===== config.mk =====
export PLATFORM = sky130hd
export DESIGN_NAME = seg7_to_bcd
export DESIGN_NICKNAME = d
export VERILOG_FILES = /design/src/rtl/seg7_pkg.sv /design/src/rtl/seg7_to_bcd.sv
export SDC_FILE = /design/constraint.sdc
export NUM_CORES = 1
export LEC_CHECK = 0
export CAP_MARGIN = 25
export CORE_AREA = 2 2 39 41
export DETAILED_ROUTE_END_ITERATION = 10
export DIE_AREA = 0 0 41 43
export GPL_TIMING_DRIVEN = 0
export PLACE_DENSITY = 0.37
export SLEW_MARGIN = 20
export SYNTH_ARGS = -nofsm -noshare
export SYNTH_HDL_FRONTEND = slang
export SYNTH_SLANG_ARGS = --single-unit
export TNS_END_PERCENT = 1

===== constraint.sdc =====
create_clock -name vclk -period 1.65
set_input_delay 0.33 -clock vclk [all_inputs]
set_output_delay 0.33 -clock vclk [all_outputs]
set_load 0.05 [all_outputs]

===== src/rtl/seg7_pkg.sv =====
// Shared 7-segment definitions: digit pattern table, blank pattern and checker state type.
// Segment order is {a,b,c,d,e,f,g} with bit6 = a, active-high.
package seg7_pkg;

   localparam logic [6:0] SEG_BLANK = 7'b0000000;

   // Packed so SEG_DIGIT[n] is the pattern for digit n; listed 9 down to 0.
   localparam logic [9:0][6:0] SEG_DIGIT = {
      7'b1111011,
      7'b1111111,
      7'b1110000,
      7'b1011111,
      7'b1011011,
      7'b0110011,
      7'b1111001,
      7'b1101101,
      7'b0110000,
      7'b1111110
   };

   typedef enum logic {
      UNLOCKED = 1'b0,
      LOCKED   = 1'b1
   } chk_state_t;

   function automatic logic [3:0] next_bcd(input logic [3:0] d);
      return (d == 4'd9) ? 4'd0 : d + 4'd1;
   endfunction

endpackage


===== src/rtl/seg7_to_bcd.sv =====
// Combinational inverse of the BCD 7-segment encoder: seg pattern -> {hit, digit}.
module seg7_to_bcd
   import seg7_pkg::*;
(
   input  logic [6:0] seg,
   output logic       hit,
   output logic [3:0] digit
);

   // Exact match against the shared pattern table; anything else is a miss.
   always_comb begin
      hit   = 1'b0;
      digit = 4'd0;
      for (int i = 0; i < 10; i++) begin
         if (seg == SEG_DIGIT[i]) begin
            hit   = 1'b1;
            digit = 4'(i);
         end
      end
   end

endmodule


# Word level (Yosys, flattened, before mapping)
# Cells that the tools add are included.
# Widths: inputs -> output; s select.
dict set report totals {
  input_bits 7
  output_inout_bits 5
  register_bits 0
  word_cells 29
}
dict set report classes {
  mux 19
  n_eq_ne 10
}
# operator count
set ops {}
lappend ops {{$eq 7x7->1 const B} 8}
lappend ops {{$mux 4} 8}
lappend ops {{$eq 7x6->1 const B} 2}
lappend ops {{$mux 1} 11}

# Longest topological paths before layout
# Gate-level depths: netlist (run 1).
dict set report logic_depth {
  word_depth 11
  mapped_depth 4
  mapped_depth_nobuf 3
}

# Worst setup path after synthesis (run 1)
# No wires, ideal clock.
dict set report synth_path {
  path_kind {in2out}
  start {input seg[1]}
  end {output digit[2]}
  required_time_ps 1320
  setup_slack_ps -475
  t_arrival_ps 1795
  path_stages 4
  path_buffers 1
  path_cell_list {buf_6 -> nor3b_1 -> o21ai_0 -> a21boi_0}
}
dict set report synth_via {
  elab_chain_len 8
  elab_cells_between_ends 14
  cone_classes {eq/ne: 7; mux: 7}
}
# element line
set synth_lines {}
lappend synth_lines {{from (decl)} seg7_to_bcd.sv:5} ;# input logic [6:0] seg,
lappend synth_lines {{$eq 7x7->1} seg7_to_bcd.sv:15} ;# if (seg == SEG_DIGIT[i]) begin
lappend synth_lines {{$mux 4 (6 in series)} seg7_to_bcd.sv:15}
lappend synth_lines {{$mux 4 (*)} seg7_to_bcd.sv:15}
lappend synth_lines {{to (decl)} seg7_to_bcd.sv:7} ;# output logic [3:0] digit
# Every way passes the cells marked *; elsewhere a longest branch is shown, timed or not.

# Worst setup path after layout (run 1)
dict set report layout_path {
  start {input seg[3]}
  end {output digit[1]}
}
dict set report layout_via {
  elab_chain_len 9
  elab_cells_between_ends 16
  cone_classes {eq/ne: 8; mux: 8}
}
# element line
set layout_lines {}
lappend layout_lines {{$eq 7x7->1} seg7_to_bcd.sv:15}
lappend layout_lines {{$mux 4 (7 in series)} seg7_to_bcd.sv:15}
lappend layout_lines {{$mux 4 (*)} seg7_to_bcd.sv:15}
# Marks and branches as above.

==> results by group, run 1 <==
Run
  – Max-cap check violation count: 0

Floorplanning
  – Die Wd: 41 um
  – Die ar.: 1760 um^2
  – Initial Util: 14.8%
  – Row count: 14
  – Core footprint: 1380 um^2
  – IO Count: 12
  – Die H: 43 um

Final layout
  – Number of fill cells: 157
  – Layout cells sized above 1: 55.6%
  – Finished Layout Cells: 61
  – Antenna diodes: 0
  – Highest-count cells in the layout ignoring fill and taps: 5 x buf_6, 5 x buf_4
  – Post-layout nets: 54
  – Register area: 0 um^2
  – Synthesis-to-layout area growth: 90.2%
  – Sequential cell count: 0
  – Layout clock buffers: 0

Pwr
  – Clock Power Share: 0%
  – Leak pwr: 0.159 nW
  – Power, Total: 0.0898 mW
  – Cell Pwr Density: 230 nW/um^2
  – Sequential power share: 0%
  – P_int: 0.0440 mW
  – Worst vdd ir: 0.0820 mV
  – Sw frac: 50.9%
  – Combinational Power Share: 100.0%
  – Total net switching power: 0.0457 mW

Global routing
  – Grt total ovfl: 0
  – Vias in the first global route: 307
  – Largest net degree at the start of global routing: 11
  – Global Route Usage Sum: 9.89%
  – Antenna violations before repair: 0
  – First-pass GRT wire length: 1.30 mm

Outcome
  – Failing checks: setup timing
  – Status: finished, violations left

Worst setup path
  – CP required: 1.32 ns
  – Critical Path End Type: primary output
  – CP cell instances: buf_8 -> or4b_4 -> o21ai_2 -> o221a_2 -> buf_8
  – Slowest stage delay, CP: 0.53 ns
  – Worst Path Buf+Inv: 2
  – Critical path data arrival time: 1.43 ns
  – Startpoint Class: input port
  – Most frequent cell on the critical path: buf_8
  – CP max FO: 3
  – CP max stage cell: or4b_4
  – Worst Path Class, Setup: in -> out
  – Cell family with the largest share of critical-path delay: simple AND/OR/NAND/NOR gates

Synthesis
  – Mapped Cells: 30
  – Ys Warns: 0
  – Post-synthesis cell area: 205 um^2
  – Seq/Total Area, Yosys: 0%
  – Synth cell types: 20
  – Area leader, netlist: o21ai_0
  – Synth Area per Inst: 6.84 um^2
  – Post-synth top area share: 9.76%
  – Mapped Nets: 37
  – Top post-synthesis cells by area: o21ai_0 9.8%, and3b_1 8.5%, and3_2 7.3%

Placement
  – Placer Congestion: 0.653
  – IO Port Bufs: 12
  – Pre-CTS setup slack: -1.26 ns
  – Placed Cells: 58

Drt
  – DR WL/cell: 11.6 um
  – Iteration-0 DRC Markers: 0
  – Vias: 282
  – Routed Antenna Nets: 0
  – Via/cell ratio: 4.62
  – DRT Wirelength: 709 um
  – # DRC: 0
  – Pre-Repair DR Iteration Count: 1

Timing
  – Fmax: 568 MHz
  – Final slew viol count: 0
  – Slew margin rel.: 84.1%
  – Endpoints failing hold: 0
  – Setup violations, final: 3
  – Slew @ Worst Pin: 0.236 ns
  – PnR worst setup slack: -0.112 ns
  – RSZ-0062 raised after global routing: yes
  – Share of the clock period used by the worst path: 107%
  – Min Tclk post-route: 1.76 ns

Min path
  – Min-delay worst type: in -> out

CTS
  – Cts-stage hold buffer count: 0
[worst paths after layout]
path / end / cells after the start / from / slack (ns)
max: digit[1] / 5 / seg[3] / -0.11
min: hit / 4 / seg[5] / 1.07
[logic make-up (layout without fill, tap and decap cells)]
family	after synthesis	count (layout)	synth area share [%]
and+or+nand+nor	18	18	58.5
AOI/OAI and AO/OA	10	10	30.5
muxes	1	1	5.49
buffers and inverters	1	16	5.49
[power by group through the flow]
stage	registers, mW	logic (mW)	clock network, mW
final	0	0.0898	0
after global routing	0	0.0972	0
after CTS	0	0.0829	0
after detailed placement	0	0.0797	0
after global placement	0	0.0800	0
after floorplan	0	0.0419	0
[stage by stage]
| step | setup TNS (ns) | hold slack [ns] | instance area, um^2 | utilization [%] |
|---|---|---|---|---|
| finish | -0.198 | 1.07 | 390 | 28.2 |
| global route | -0.333 | 1.10 | 390 | 28.2 |
| CTS | -0.230 | 1.07 | 365 | 26.4 |
| detailed placement | -4.98 | 1.97 | 357 | 25.8 |
| global placement | -4.99 | 1.98 | 357 | 25.8 |
| floorplan | -0.232 | 0.831 | 216 | - |
[area by class of cell]
type	instances	area, um^2	area share, %
multi-input cells	29	223	57.1
well taps	16	20.0	5.13
plain buffers	1	11.3	2.88
repair buffers	15	136	34.9
[layer usage]
metal	global-route usage, %	wire length, um	vias up
met5	0	0	-
met4	0	0	0
met3	0.524	20	0
met2	17.5	365	5
met1	13.3	324	129
li1	-	-	148
[Yosys cell counts, drive strengths merged]
| cell type | count |
|---|---|
| o21ai | 5 |
| a21oi | 2 |
| and3 | 2 |
| and3b | 2 |
| nand2 | 2 |
| nand3b | 2 |
| nor2 | 2 |
| nor3b | 2 |
| a21boi | 1 |
| a32oi | 1 |
| and2 | 1 |
| buf | 1 |
| mux2 | 1 |
| nand2b | 1 |
| nand3 | 1 |
| nor2b | 1 |
| o221a | 1 |
| or3b | 1 |
| or4b | 1 |
[timing repair]
action                     in CTS  in global routing
pin swaps                       4                  3
buffers inserted                1                  2
setup endpoints to repair       5                  5
resized for setup              64                  8
cloned                          0                  0
[tightest hold or removal path, cell delays in order]
cell and delay (ns):
buf_4 0.14, nand2_1 0.07, a32oi_2 0.05, buf_6 0.15
Note: power is estimated with default switching activity, not from simulation.
==> inputs of run 2 (changes only) <==
==> constraint.sdc (replaced) <==
create_clock -name vclk -period 1.65
set_input_delay 0.2475 -clock vclk [all_inputs]
set_output_delay 0.2475 -clock vclk [all_outputs]
set_load 0.05 [all_outputs]
==> results by group, run 2 (same netlist as run 1, synthesis figures left out) <==
Final layout
  – Area of the multi-input gates: 211 um^2 (-5.1%)
  – Register area: 0 um^2 (unchanged)
  – Post-layout nets: 52 (-3.7%)
  – Antenna diodes: 0 (unchanged)
  – Finished Layout Cells: 59 (-3.3%)
  – Sequential cell count: 0 (unchanged)
  – Commonest non-fill, non-tap cell in the layout: buf_4
  – Synthesis-to-layout area growth: 70.7%
  – Utilization after layout: 25.3% (-2.9 points)
  – Highest-count cells in the layout ignoring fill and taps: 5 x buf_4, 3 x buf_6, 3 x buf_2
  – Layout clock buffers: 0 (unchanged)
  – Layout cells sized above 1: 46.5% (-9.0 points)
  – Number of fill cells: 159 (+1.3%)

Timing
  – RSZ-0062 raised after global routing: no
  – Endpoints failing hold: 0 (unchanged)
  – Slew @ Worst Pin: 0.250 ns (+0.0137 ns)
  – Fmax: 626 MHz (+10%)
  – Final slew viol count: 0 (unchanged)
  – PnR worst setup slack: 0.0529 ns (+0.165 ns)
  – Share of the clock period used by the worst path: 96.8% (-10 points)
  – Setup violations, final: 0 (-3)
  – Min Tclk post-route: 1.60 ns (-0.165 ns)
  – Slew margin rel.: 83.5% (-0.63 points)

Worst setup path
  – Critical path data arrival time: 1.35 ns (-0.08 ns)
  – Critical Path End Type: primary output
  – CP required: 1.40 ns (+0.08 ns)
  – Cell family with the largest share of critical-path delay: simple AND/OR/NAND/NOR gates
  – Slowest stage delay, CP: 0.54 ns (about the same)
  – CP max FO: 2 (-1)
  – CP cell instances: buf_6 -> or4b_4 -> o21ai_2 -> o221a_2 -> buf_8
  – Worst Path Buf+Inv: 2 (unchanged)
  – Startpoint Class: input port
  – Worst Path Class, Setup: in -> out
  – CP max stage cell: or4b_4
  – Crit. path cell count: 5 (unchanged)

Placement
  – Post-DP HPWL: 524 um
  – Placed Cells: 58 (unchanged)
  – Placer Congestion: 0.688 (+5.4%)
  – Pre-CTS setup slack: -1.09 ns (+0.171 ns)
  – IO Port Bufs: 12 (unchanged)

Drt
  – DR WL/cell: 11.3 um (-2.6%)
  – Vias: 272 (-3.5%)
  – Routed Antenna Nets: 0 (unchanged)
  – # DRC: 0 (unchanged)
  – Via/cell ratio: 4.61 (-0.28%)
  – Pre-Repair DR Iteration Count: 3 (+2)
  – DRT Wirelength: 668 um (-5.8%)
  – Iteration-0 DRC Markers: 1 (+1)

Pwr
  – Sw frac: 53.5% (+2.5 points)
  – Leak pwr: 0.146 nW (-8.4%)
  – Clock Power Share: 0% (unchanged)
  – Total net switching power: 0.0432 mW (-5.5%)
  – Cell Pwr Density: 231 nW/um^2 (+0.30%)
  – P_int: 0.0376 mW (-15%)
  – Combinational Power Share: 100.0% (about the same)
  – Sequential power share: 0% (unchanged)
  – Worst vdd ir: 0.0711 mV (-13%)

Floorplanning
  – Core footprint: 1380 um^2 (unchanged)
  – Row count: 14 (unchanged)
  – Die H: 43 um (unchanged)
  – Die Wd: 41 um (unchanged)
  – IO Count: 12 (unchanged)
  – Initial Util: 14.8% (unchanged)
  – Die ar.: 1760 um^2 (unchanged)

Global routing
  – Vias in the first global route: 268 (-13%)
  – First-pass GRT wire length: 1.17 mm (-11%)
  – Grt total ovfl: 0 (unchanged)
  – Antenna violations before repair: 0 (unchanged)
  – Global Route Usage Sum: 9.09% (-0.80 points)
  – Largest net degree at the start of global routing: 10 (-1)

Min path
  – Min-delay worst type: in -> out
  – Hold-critical path depth: 4 (unchanged)

Run
  – Max-cap check violation count: 0 (unchanged)

Outcome
  – Status: completed
[run 2: changes by cell type in the layout (fill, tap and decap cells not counted)]
cell and delta:
a32oi_1 +1, a21oi_1 +1, a21oi_2 -1, buf_6 -2
buf_2 +1, clkbuf_2 -1, dlygate4sd2_1 +1, buf_8 -1
a32oi_2 -1
[run 2: timing repair]
item,CTS,global route
buffers inserted,1,0
setup endpoints to repair,5,1
pin swaps,4,2
gates resized for setup,63,4
hold buffers,0,0
[run 2: layout make-up]
cell class	count	area share [%]
Buffer	1	3.21
Multi-Input combinational cell	29	60.4
Tap cell	16	5.71
Timing Repair Buffer	13	30.7
[run 2: per-stage QoR]
step	power, mW	hold slack (ns)	TNS [ns]	cell area (um^2)
after floorplan	0.0399	0.700	-0.239	205
after global placement	0.0764	1.81	-4.06	345
after detailed placement	0.0782	1.82	-4.21	345
after CTS	0.0817	0.929	0	354
after global routing	0.0874	0.937	0	350
final	0.0808	0.920	0	350
[run 2: power groups by stage]
stage | registers [mW] | clock network, mW | logic (mW)
global route | 0 | 0 | 0.0874
CTS | 0 | 0 | 0.0817
finish | 0 | 0 | 0.0808
floorplan | 0 | 0 | 0.0399
global placement | 0 | 0 | 0.0764
detailed placement | 0 | 0 | 0.0782
[run 2: worst min-delay path: cells and delay by family]
family / cells / cell delay, ns
simple gates: 1 / 0.05
compound gates: 1 / 0.05
buf+inv: 2 / 0.32
[run 2: final timing paths]
check,startpoint,end,slack (ns)
min,seg[5],hit,0.92
max,seg[1],digit[1],0.05
[run 2: routing by layer]
| metal | GRT usage [%] | wire, um | vias to the layer above | part of all wire [%] |
|---|---|---|---|---|
| met5 | 0 | 0 | - | 0 |
| met4 | 0 | 0 | 0 | 0 |
| met3 | 0.524 | 34 | 0 | 5.1 |
| met2 | 16.9 | 349 | 8 | 52 |
| met1 | 11.4 | 284 | 121 | 43 |
| li1 | - | - | 143 | - |
